### config.mk
export PLATFORM = sky130hd
export DESIGN_NAME = biquad_notch_tdm
export DESIGN_NICKNAME = d
export VERILOG_FILES = /design/src/rtl/lib_switchblock_pkg.sv /design/src/rtl/biquad_mac.sv /design/src/rtl/biquad_notch_tdm.sv
export SDC_FILE = /design/constraint.sdc
export NUM_CORES = 2
export LEC_CHECK = 0
export ABC_AREA = 0
export CORE_AREA = 2 2 326 328
export DETAILED_ROUTE_END_ITERATION = 10
export DIE_AREA = 0 0 328 330
export DONT_BUFFER_PORTS = 1
export GPL_TIMING_DRIVEN = 1
export PLACE_DENSITY_LB_ADDON = 0.2
export SLEW_MARGIN = 20
export SYNTH_ARGS = -nofsm -noshare
export SYNTH_HDL_FRONTEND = slang
export SYNTH_SLANG_ARGS = --single-unit
### constraint.sdc
create_clock -name clk_i -period 10.6 [get_ports clk_i]
set_input_delay 2.12 -clock clk_i [delete_from_list [all_inputs] [get_ports clk_i]]
set_output_delay 2.12 -clock clk_i [all_outputs]
set_load 0.05 [all_outputs]
### src/rtl/lib_switchblock_pkg.sv
// Shared types for the switch-block signal path: biquad FSM states, coefficient
// slot indices and the power-up (passthrough) coefficient values.
package lib_switchblock_pkg;

    typedef enum logic [2:0] {
        ST_IDLE,
        ST_MAC0,
        ST_MAC1,
        ST_MAC2,
        ST_MAC3,
        ST_MAC4,
        ST_OUT
    } biquad_state_e;

    typedef enum logic [2:0] {
        B0 = 3'd0,
        B1 = 3'd1,
        B2 = 3'd2,
        A1 = 3'd3,
        A2 = 3'd4
    } coef_idx_e;

    localparam int NUM_COEF = 5;

    // Passthrough bank: b0 = 1.0 in the given fractional format, everything else zero.
    function automatic logic [31:0] default_coef(input int idx, input int frac);
        return (idx == int'(B0)) ? (32'd1 << frac) : 32'd0;
    endfunction

endpackage

### src/rtl/biquad_mac.sv
// Signed coefficient x sample product, sign-extended into an accumulator register
// that can be cleared, added to or subtracted from once per cycle.
module biquad_mac #(
    parameter int DATA_W = 16,
    parameter int COEF_W = 18,
    parameter int ACC_W  = 37
) (
    input  logic                     clk,
    input  logic                     reset,
    input  logic                     clr,
    input  logic                     en,
    input  logic                     sub,
    input  logic signed [COEF_W-1:0] coef,
    input  logic signed [DATA_W-1:0] data,
    output logic signed [ACC_W-1:0]  acc
);

    localparam int PROD_W = COEF_W + DATA_W;

    logic signed [PROD_W-1:0] prod;
    logic signed [ACC_W-1:0]  prod_ext;

    assign prod     = coef * data;
    assign prod_ext = {{(ACC_W - PROD_W){prod[PROD_W-1]}}, prod};

    always_ff @(posedge clk) begin
        if (reset || clr) begin
            acc <= '0;
        end else if (en) begin
            acc <= sub ? (acc - prod_ext) : (acc + prod_ext);
        end
    end

endmodule

### src/rtl/biquad_notch_tdm.sv
// Multi-channel DF-I biquad notch sharing one MAC across NCH channels.
// Define NOTCH_SATURATE_EN to clamp the output (and stored y1) instead of wrapping.
module biquad_notch_tdm
    import lib_switchblock_pkg::*;
#(
    parameter int  DATA_W    = 16,
    parameter int  COEF_W    = 18,
    parameter int  COEF_FRAC = 16,
    parameter int  NCH       = 4,
    localparam int CH_W      = $clog2(NCH)
) (
    input  logic              clk_i,
    input  logic              reset_i,
    input  logic              in_valid_i,
    output logic              in_ready_o,
    input  logic [CH_W-1:0]   in_chan_i,
    input  logic [DATA_W-1:0] in_data_i,
    output logic              out_valid_o,
    input  logic              out_ready_i,
    output logic [CH_W-1:0]   out_chan_o,
    output logic [DATA_W-1:0] out_data_o,
    input  logic              coef_we_i,
    input  logic [2:0]        coef_addr_i,
    input  logic [COEF_W-1:0] coef_wdata_i,
    input  logic              coef_commit_i,
    input  logic              clear_i,
    output logic              busy_o
);

    localparam int ACC_W = DATA_W + COEF_W + 3;

    localparam logic signed [ACC_W-1:0] ROUND_HALF = ACC_W'(1) << (COEF_FRAC - 1);
    localparam logic signed [ACC_W-1:0] Y_MAX      = ACC_W'((1 << (DATA_W - 1)) - 1);
    localparam logic signed [ACC_W-1:0] Y_MIN      = ~Y_MAX;

    biquad_state_e state;

    logic signed [DATA_W-1:0] x_cur, x1_op, x2_op, y1_op, y2_op;
    logic signed [DATA_W-1:0] x1_h [NCH];
    logic signed [DATA_W-1:0] x2_h [NCH];
    logic signed [DATA_W-1:0] y1_h [NCH];
    logic signed [DATA_W-1:0] y2_h [NCH];

    logic signed [COEF_W-1:0] shadow      [NUM_COEF];
    logic signed [COEF_W-1:0] shadow_next [NUM_COEF];
    logic signed [COEF_W-1:0] active      [NUM_COEF];
    logic                     commit_pending;
    logic                     do_copy;

    logic                     accept, chan_ok, out_fire, kill;
    logic                     mac_en, mac_sub;
    logic signed [COEF_W-1:0] mac_coef;
    logic signed [DATA_W-1:0] mac_data;
    logic signed [ACC_W-1:0]  acc;
    logic signed [DATA_W-1:0] y_red;

    // Round half up, drop the fractional bits, then fit the result into DATA_W.
    function automatic logic signed [DATA_W-1:0] reduce(input logic signed [ACC_W-1:0] acc_v);
        logic signed [ACC_W-1:0] scaled;
        scaled = (acc_v + ROUND_HALF) >>> COEF_FRAC;
`ifdef NOTCH_SATURATE_EN
        if (scaled > Y_MAX) begin
            return Y_MAX[DATA_W-1:0];
        end else if (scaled < Y_MIN) begin
            return Y_MIN[DATA_W-1:0];
        end
`endif
        return scaled[DATA_W-1:0];
    endfunction

    assign chan_ok    = 32'(in_chan_i) < NCH;
    assign accept     = in_valid_i && in_ready_o;
    assign out_fire   = (state == ST_OUT) && out_ready_i;
    assign y_red      = reduce(acc);
    assign out_data_o = y_red;

    // NOTE: sequential state uses non-blocking assignments so every register in the
    // block samples pre-edge values, independent of statement order.
    always_ff @(posedge clk_i) begin
        if (reset_i) begin
            state       <= ST_IDLE;
            in_ready_o  <= 1'b0;
            busy_o      <= 1'b0;
            out_valid_o <= 1'b0;
            out_chan_o  <= '0;
            x_cur       <= '0;
            x1_op       <= '0;
            x2_op       <= '0;
            y1_op       <= '0;
            y2_op       <= '0;
            kill        <= 1'b0;
        end else begin
            unique case (state)
                ST_IDLE: begin
                    in_ready_o <= 1'b1;
                    // An out-of-range channel is swallowed here without leaving IDLE.
                    if (accept && chan_ok) begin
                        state      <= ST_MAC0;
                        in_ready_o <= 1'b0;
                        busy_o     <= 1'b1;
                        out_chan_o <= in_chan_i;
                        x_cur      <= in_data_i;
                        x1_op      <= x1_h[in_chan_i];
                        x2_op      <= x2_h[in_chan_i];
                        y1_op      <= y1_h[in_chan_i];
                        y2_op      <= y2_h[in_chan_i];
                        kill       <= clear_i;
                    end
                end
                ST_MAC0: state <= ST_MAC1;
                ST_MAC1: state <= ST_MAC2;
                ST_MAC2: state <= ST_MAC3;
                ST_MAC3: state <= ST_MAC4;
                ST_MAC4: begin
                    state       <= ST_OUT;
                    out_valid_o <= 1'b1;
                end
                ST_OUT: begin
                    if (out_ready_i) begin
                        state       <= ST_IDLE;
                        out_valid_o <= 1'b0;
                        busy_o      <= 1'b0;
                        in_ready_o  <= 1'b1;
                    end
                end
                default: state <= ST_IDLE;
            endcase
            if (state != ST_IDLE && clear_i) begin
                kill <= 1'b1;
            end
        end
    end

    // NOTE: every always_comb output gets a default first, so no path leaves it
    // unassigned and no latch is inferred.
    always_comb begin
        mac_en   = 1'b1;
        mac_sub  = 1'b0;
        mac_coef = active[B0];
        mac_data = x_cur;
        unique case (state)
            ST_MAC0: ;
            ST_MAC1: begin
                mac_coef = active[B1];
                mac_data = x1_op;
            end
            ST_MAC2: begin
                mac_coef = active[B2];
                mac_data = x2_op;
            end
            ST_MAC3: begin
                mac_coef = active[A1];
                mac_data = y1_op;
                mac_sub  = 1'b1;
            end
            ST_MAC4: begin
                mac_coef = active[A2];
                mac_data = y2_op;
                mac_sub  = 1'b1;
            end
            default: mac_en = 1'b0;
        endcase
    end

    biquad_mac #(
        .DATA_W (DATA_W),
        .COEF_W (COEF_W),
        .ACC_W  (ACC_W)
    ) u_mac (
        .clk   (clk_i),
        .reset (reset_i),
        .clr   (accept && chan_ok),
        .en    (mac_en),
        .sub   (mac_sub),
        .coef  (mac_coef),
        .data  (mac_data),
        .acc   (acc)
    );

    // NOTE: the histories are reset like ordinary flops because reset must leave every
    // channel at zero in one cycle; a RAM-based history would need a clearing sweep.
    always_ff @(posedge clk_i) begin
        if (reset_i || clear_i) begin
            for (int c = 0; c < NCH; c++) begin
                x1_h[c] <= '0;
                x2_h[c] <= '0;
                y1_h[c] <= '0;
                y2_h[c] <= '0;
            end
        end else if (out_fire && !kill) begin
            x2_h[out_chan_o] <= x1_h[out_chan_o];
            x1_h[out_chan_o] <= x_cur;
            y2_h[out_chan_o] <= y1_h[out_chan_o];
            y1_h[out_chan_o] <= y_red;
        end
    end

    // A same-cycle write is visible to a same-cycle commit through shadow_next.
    always_comb begin
        shadow_next = shadow;
        for (int k = 0; k < NUM_COEF; k++) begin
            if (coef_we_i && coef_addr_i == 3'(k)) begin
                shadow_next[k] = coef_wdata_i;
            end
        end
    end

    assign do_copy = (coef_commit_i && state == ST_IDLE) ||
                     (out_fire && (commit_pending || coef_commit_i));

    always_ff @(posedge clk_i) begin
        if (reset_i) begin
            for (int k = 0; k < NUM_COEF; k++) begin
                shadow[k] <= COEF_W'(default_coef(k, COEF_FRAC));
                active[k] <= COEF_W'(default_coef(k, COEF_FRAC));
            end
            commit_pending <= 1'b0;
        end else begin
            shadow <= shadow_next;
            if (do_copy) begin
                active         <= shadow_next;
                commit_pending <= 1'b0;
            end else if (coef_commit_i) begin
                commit_pending <= 1'b1;
            end
        end
    end

endmodule
# Yosys cells after proc, flatten, opt, wreduce, memory -nomap -nowiden
# Memory sizes are Yosys's and may differ from the RTL's. A register that Yosys moved wholly into a read port is not among the register bits.
# Cells that the tools add are included.
# W data, S select, Z words.
[op_classes] addsub=3 n_mul=1 n_eq_ne=12 mux=44 n_reduce_logical=36
[op_table] op="$mux W18" n=5
[op_table] op="$pmux W18 S4" n=1
[op_table] op="$mux W16" n=4
[op_table] op="$pmux W16 S4" n=1
[op_table] op="$reduce_or A16 Y1" n=4
[op_table] op="$add A37 B34 Y37" n=1
[op_table] op="$mux W37" n=1
[op_table] op="$sub A37 B34 Y37" n=1
[op_table] op="$mul A18 B16 Y34" n=1
[op_table] op="$add A32 B17 Y32 const B" n=1
[op_table] op="$pmux W3 S7" n=1
[op_table] op="$mux W1" n=18
[op_table] op="$mux W2" n=8
[op_table] op="$eq A3 B2 Y1 const B" n=4
[op_table] op="$eq A3 B3 Y1 const B" n=4
[op_table] op="$logic_and A1 B1 Y1" n=11
[op_table] op="$reduce_and A2 Y1" n=5
[op_table] op="$reduce_bool A2 Y1" n=4
[op_table] op="$eq A3 B1 Y1 const B" n=2
[op_table] op="$logic_not A3 Y1" n=2
[op_table] op="$mux W3" n=2
[op_table] op="$pmux W1 S2" n=3
[op_table] op="$reduce_or A5 Y1" n=1
[op_table] op="$logic_or A1 B1 Y1" n=4
[op_table] op="other kinds (6)" n=7
[totals] reg_bits=243 ram_bits=256 input_bits=46 out_inout_bits=21 elab_cells=119 memories=4
[mem_list] memory="x1_h" depth=4 word_bits=16 rd=2 rd_clocked_by_memory_dff=2 wr=4 line_no="biquad_notch_tdm.sv:39" rtl="logic signed [DATA_W-1:0] x1_h [NCH];"
[mem_list] memory="x2_h" depth=4 word_bits=16 rd=1 rd_clocked_by_memory_dff=1 wr=4 line_no="biquad_notch_tdm.sv:40" rtl="logic signed [DATA_W-1:0] x2_h [NCH];"
[mem_list] memory="y1_h" depth=4 word_bits=16 rd=2 rd_clocked_by_memory_dff=2 wr=4 line_no="biquad_notch_tdm.sv:41" rtl="logic signed [DATA_W-1:0] y1_h [NCH];"
[mem_list] memory="y2_h" depth=4 word_bits=16 rd=1 rd_clocked_by_memory_dff=1 wr=4 line_no="biquad_notch_tdm.sv:42" rtl="logic signed [DATA_W-1:0] y2_h [NCH];"

# Logic depth before layout (Yosys ltp)
[depth] depth_word=8 ltp_mapped=44 depth_no_buf=38

# Modules after synthesis
# From an unflattened synthesis, not the netlist that was laid out.
[unflattened] hier_cells=3715 area_unflattened_um2=38262.9
[by_module_without_submodules] module="biquad_notch_tdm" instances=1 cells_per_inst=1951 area_per_inst_um2=23307.4 seq_area_each_um2=13132.6
[by_module_without_submodules] module="biquad_mac" instances=1 cells_per_inst=1764 area_per_inst_um2=14955.6 seq_area_each_um2=740.7

# Worst setup path before layout
# No wires, ideal clock.
[synth_path] path_kind="register to register" start="register state[0]" end="register u_mac.acc[30]" setup_time_ns=0.122 arrival_ns=10.088 required_time_ns=10.478 path_slack_ns=0.390 path_stages_with_launch=40 n_path_buf=6 period_less_slack_ns=10.210 path_cell_list="dfxtp_1 clkbuf_1 buf_2 buf_2 buf_2 buf_1 mux2i_1 a22oi_1 o21ai_0 clkbuf_1 nor2_1 fa_1 inv_1 fa_1 fa_1 fa_1 inv_1 fa_1 [4 not listed] nand2_1 o21ai_0 a311oi_4 xor2_1 o2111ai_1 or2_2 or3_1 nor3_2 nor2_1 xnor2_1 ha_1 or3_1 o31ai_1 nor3_1 nor4_1 o21ai_0 xnor2_1 o21ai_0"
[synth_via] elab_chain_len=5 word_cells_on_any_way=15 classes_between="add/sub: 2; mul: 1; eq/ne: 5; mux: 5; reduce/logical: 2"
[synth_rtl] item="start, declared" line_no="biquad_notch_tdm.sv:36" rtl="biquad_state_e state;"
[synth_rtl] item="start signal, assigned" line_no="biquad_notch_tdm.sv:81" rtl="state <= ST_IDLE;"
[synth_rtl] item="start signal, assigned" line_no="biquad_notch_tdm.sv:98" rtl="state <= ST_MAC0;"
[synth_rtl] item="start signal, assigned" line_no="biquad_notch_tdm.sv:110" rtl="ST_MAC0: state <= ST_MAC1;"
[synth_rtl] item="$eq A3 B3 Y1 / $eq A3 B2 Y1 (equally long branches)" line_no="biquad_notch_tdm.sv:141" rtl="unique case (state)"
[synth_rtl] item="$pmux W18 S4 / $pmux W16 S4 (equally long branches)" line_no="biquad_notch_tdm.sv:141"
[synth_rtl] item="$mul A18 B16 Y34" line_no="biquad_mac.sv:23" rtl="assign prod = coef * data;"
[synth_rtl] item="$add A37 B34 Y37 / $sub A37 B34 Y37 (equally long branches)" line_no="biquad_mac.sv:30" rtl="acc <= sub ? (acc - prod_ext) : (acc + prod_ext);"
[synth_rtl] item="$mux W37" line_no="biquad_mac.sv:30"
[synth_rtl] item="end signal, assigned" line_no="biquad_mac.sv:30"
[synth_rtl] item="end, declared" line_no="biquad_mac.sv:15" rtl="output logic signed [ACC_W-1:0] acc"
# Several ways; a longest one is shown, not always the timed one.
# A chain may end at the register's enable or synchronous reset.

# Worst setup path after layout
[layout_path] start="register state[0]" end="register u_mac.acc[29]"
# The elaborated chain is that of the path after synthesis.

==> impl_metrics.json <==
{
  "outcome": "finished, final reports clean",
  "ctsHtreeMaxLevel": 2,
  "portBuffers": 0,
  "dieArea_um2": 108200,
  "synth.yosys.seq_area_share": 0.3780,
  "post-dp-hpwl_um": 70030,
  "cp-start-kind": "register",
  "fmax_mhz": 99.86,
  "wire_per_inst_um": 20.14,
  "layout.cells.non_filler": 5023,
  "final_nets": 4018,
  "slowest_delay_ns": 0.60,
  "synth_adder_area_share": 0.1920,
  "timing.slew.headroom": 0.2979,
  "drc": 0,
  "grt_pass1_wl_um": 157700,
  "die_width_um": 328,
  "area_growth_pct": 10.92,
  "grt_overflow_total": 0,
  "tns_ns": 0,
  "clkPwrFrac": 0.227,
  "hold_buffers": 0,
  "start_util": 0.3481,
  "multiInputGateArea_um2": 20620,
  "grt_max_degree": 275,
  "crit_required_ns": 11.16,
  "drtIter0Drc": 1699,
  "switching_share": 0.4243,
  "layout_min_cycle_time_ns": 10.01,
  "grt_use_total": 0.1894,
  "seq_power_share": 0.259,
  "cts_tree": "built",
  "path_max_fanout": 16,
  "seqCellArea_um2": 13780,
  "cpMaxStageDelayCell": "dfxtp_4",
  "synth-edff-count": 256,
  "irDropWorstVdd_mv": 0.1561,
  "cap_violations": 0,
  "synth_top_family_by_area": "adder cells",
  "num_rows": 119,
  "synth_nets": 4062,
  "drtAntennaViolNets": 0,
  "fp.dieH_um": 330,
  "firstDrtPassIters": 6,
  "layout-drive-gt1-share": 0.09306,
  "antenna_found_initial": 2,
  "synth_xor_area_frac": 0.02548,
  "power_switching_uw": 4167,
  "io_pins": 67,
  "slew_viol_final": 0,
  "path_clk_slew_ns": 0.06,
  "vias": 25274,
  "rsz0062_at_grt": "false",
  "yosysTopAreaCell": "edfxtp_1",
  "place_inst": 4905,
  "syn-cell-area_um2": 36440,
  "synth_top_area_frac": 0.2110,
  "setup.worst_path.class": "register to register",
  "wirelength_um": 101200,
  "clock-sinks": 560,
  "tightest_slew_ns": 1.053,
  "gp_routability_congestion": 0.8953,
  "synth-simple-area-share": 0.1495,
  "vias_per_cell": 5.032,
  "p_int_uw": 5654,
  "hold_path_class": "register to register",
  "cts_root_buf": "clkbuf_16",
  "arrival_ns": 10.57,
  "clock_latency_ns": 0.68,
  "synth_cells": 3623,
  "cts_buffers": 61,
  "crit_family": "adder cells",
  "synthMuxAreaShare": 0.1041,
  "ys_top_cells_by_count": "455 x nor2_1, 412 x nand2_1, 369 x inv_1",
  "synth_seq_cells": 560,
  "core_um2": 104700,
  "skew_ns": 0.04310,
  "clockBufferDepth": 3,
  "synth_area_per_cell_um2": 10.06,
  "critPathMostFrequentCell": "fa_1",
  "synth_ff_type": "dfxtp_1",
  "grt_pass1_vias": 25744,
  "synth.most_common_cell": "nor2_1",
  "reg2reg_slack_ns": 0.59,
  "finalSetupViolations": 0,
  "synth_compound_area_frac": 0.09155,
  "p_comb_frac": 0.514,
  "hold_viol_final": 0,
  "period_share": 0.9447,
  "critical_path_buf_inv_count": 4,
  "fillers": 10340,
  "power.density_nw_per_um2": 243.0,
  "synthDistinctLibCells": 84,
  "p_leak_uw": 0.01612,
  "diodes": 0,
  "synth_area_leaders": "edfxtp_1 21%, dfxtp_1 17%, fa_1 15%",
  "yosys_warnings": 0,
  "async_flop_share": 0,
  "critPathCaptureType": "register"
}
power groups by stage:
stage                     combinational (µW)  clock (µW)  sequential (µW)
after floorplan                         3680           0             2530
after global placement                  5040           0             2600
after detailed placement                5000           0             2600
after CTS                               5070        2280             2550
after global routing                    5630        2360             2570
final                                   5040        2230             2550
cells in the final DEF, fill, tap and decap left out, types with 9 or more instances in the layout:
cell type    n
a22oi_1     18
nor3_1      13
clkinv_2    11
buf_4       84
or3_1       10
and2_1     201
edfxtp_1   256
inv_1      369
mux4_2      96
o21a_1      28
nand3_1     26
dfxtp_1    299
clkbuf_8    17
clkbuf_1    14
fa_1       277
a211oi_1   109
clkbuf_16   62
o31ai_1      9
nor2b_1     13
o21ai_0     76
o21ai_1     24
nand2b_1    21
ha_1       116
or2_2       12
and3_1       9
xnor2_1     67
a21oi_1    173
xor2_1      39
a21o_1      17
nand2_1    408
mux2i_1    163
nor2_1     453
sequential cells by signal, indices dropped and copies added (netlist names), named ones only:
register and count:
commit_pending 1, x2_op 16, kill 1, x_cur 16, x1_op 16, x2_h 64
shadow 90, out_valid_o 1, state 3, y2_h 64, in_ready_o 1, y1_op 16
active 90, y2_op 16, x1_h 64, y1_h 64, busy_o 1, u_mac.acc 32
out_chan_o 2
cell type report:
| type | instances | area share |
|---|---|---|
| multi-input combinational | 2496 | 0.5102 |
| sequential | 560 | 0.3411 |
| clock buffer | 93 | 0.04548 |
| tap | 1391 | 0.04306 |
| inverter | 370 | 0.03436 |
| timing repair buffer | 90 | 0.01876 |
| clock inverter | 23 | 0.007058 |
path summary, 6_finish.rpt:
path,start,end,cells past startpoint
setup / recovery,state[0],u_mac.acc[29],37
hold / removal,x1_op[13],x1_op[13],2
setup reg to reg,state[0],u_mac.acc[29],37
hold reg to reg,x1_op[13],x1_op[13],2
routing by layer:
| metal | vias up | GRT usage | routed length, µm |
|---|---|---|---|
| li1 | 12029 | - | - |
| met1 | 12594 | 0.2689 | 47280 |
| met3 | 106 | 0.02967 | 5259 |
| met5 | - | 0 | 0 |
| met4 | 0 | 0.04128 | 1974 |
| met2 | 545 | 0.3049 | 46640 |
cell families (layout without fill, tap and decap cells):
| logic type | count (synthesis) | after routing |
|---|---|---|
| buffers and inverters | 567 | 576 |
| AND/OR/NAND/NOR | 1216 | 1216 |
| AO/OA/AOI/OAI | 522 | 522 |
| flip-flops | 560 | 560 |
| XOR/XNOR | 106 | 106 |
| adder cells (fa/ha/maj) | 393 | 393 |
| multiplexers | 259 | 259 |
tightest hold or removal path, stage by stage, from the launching register on:
cell	delay, ns
dfxtp_1	0.31
nand2_1	0.05
a21oi_1	0.05
per-stage QoR:
step / cell area [µm²] / utilization / hold slack, ns / total power (µW) / worst slack (ns)
final: 40420 / 0.3861 / 0.4536 / 9820 / 0.5859
after global routing: 40420 / 0.3861 / 0.4657 / 10560 / 0.0005800
after CTS: 40360 / 0.3856 / 0.4519 / 9906 / 0.3103
after detailed placement: 38230 / 0.3653 / 0.4423 / 7602 / 0.3361
after global placement: 38230 / 0.3653 / 0.4381 / 7644 / 0.3528
after floorplan: 36440 / - / 0.4357 / 6210 / 0.3896
timing repair:
item | CTS | global route
resized for setup | 0 | 3
endpoints found under the setup margin | 0 | 7
endpoints found under the hold margin | 0 | 0
buffers inserted | 0 | 1
Note: power is estimated with default switching activity, not from simulation.
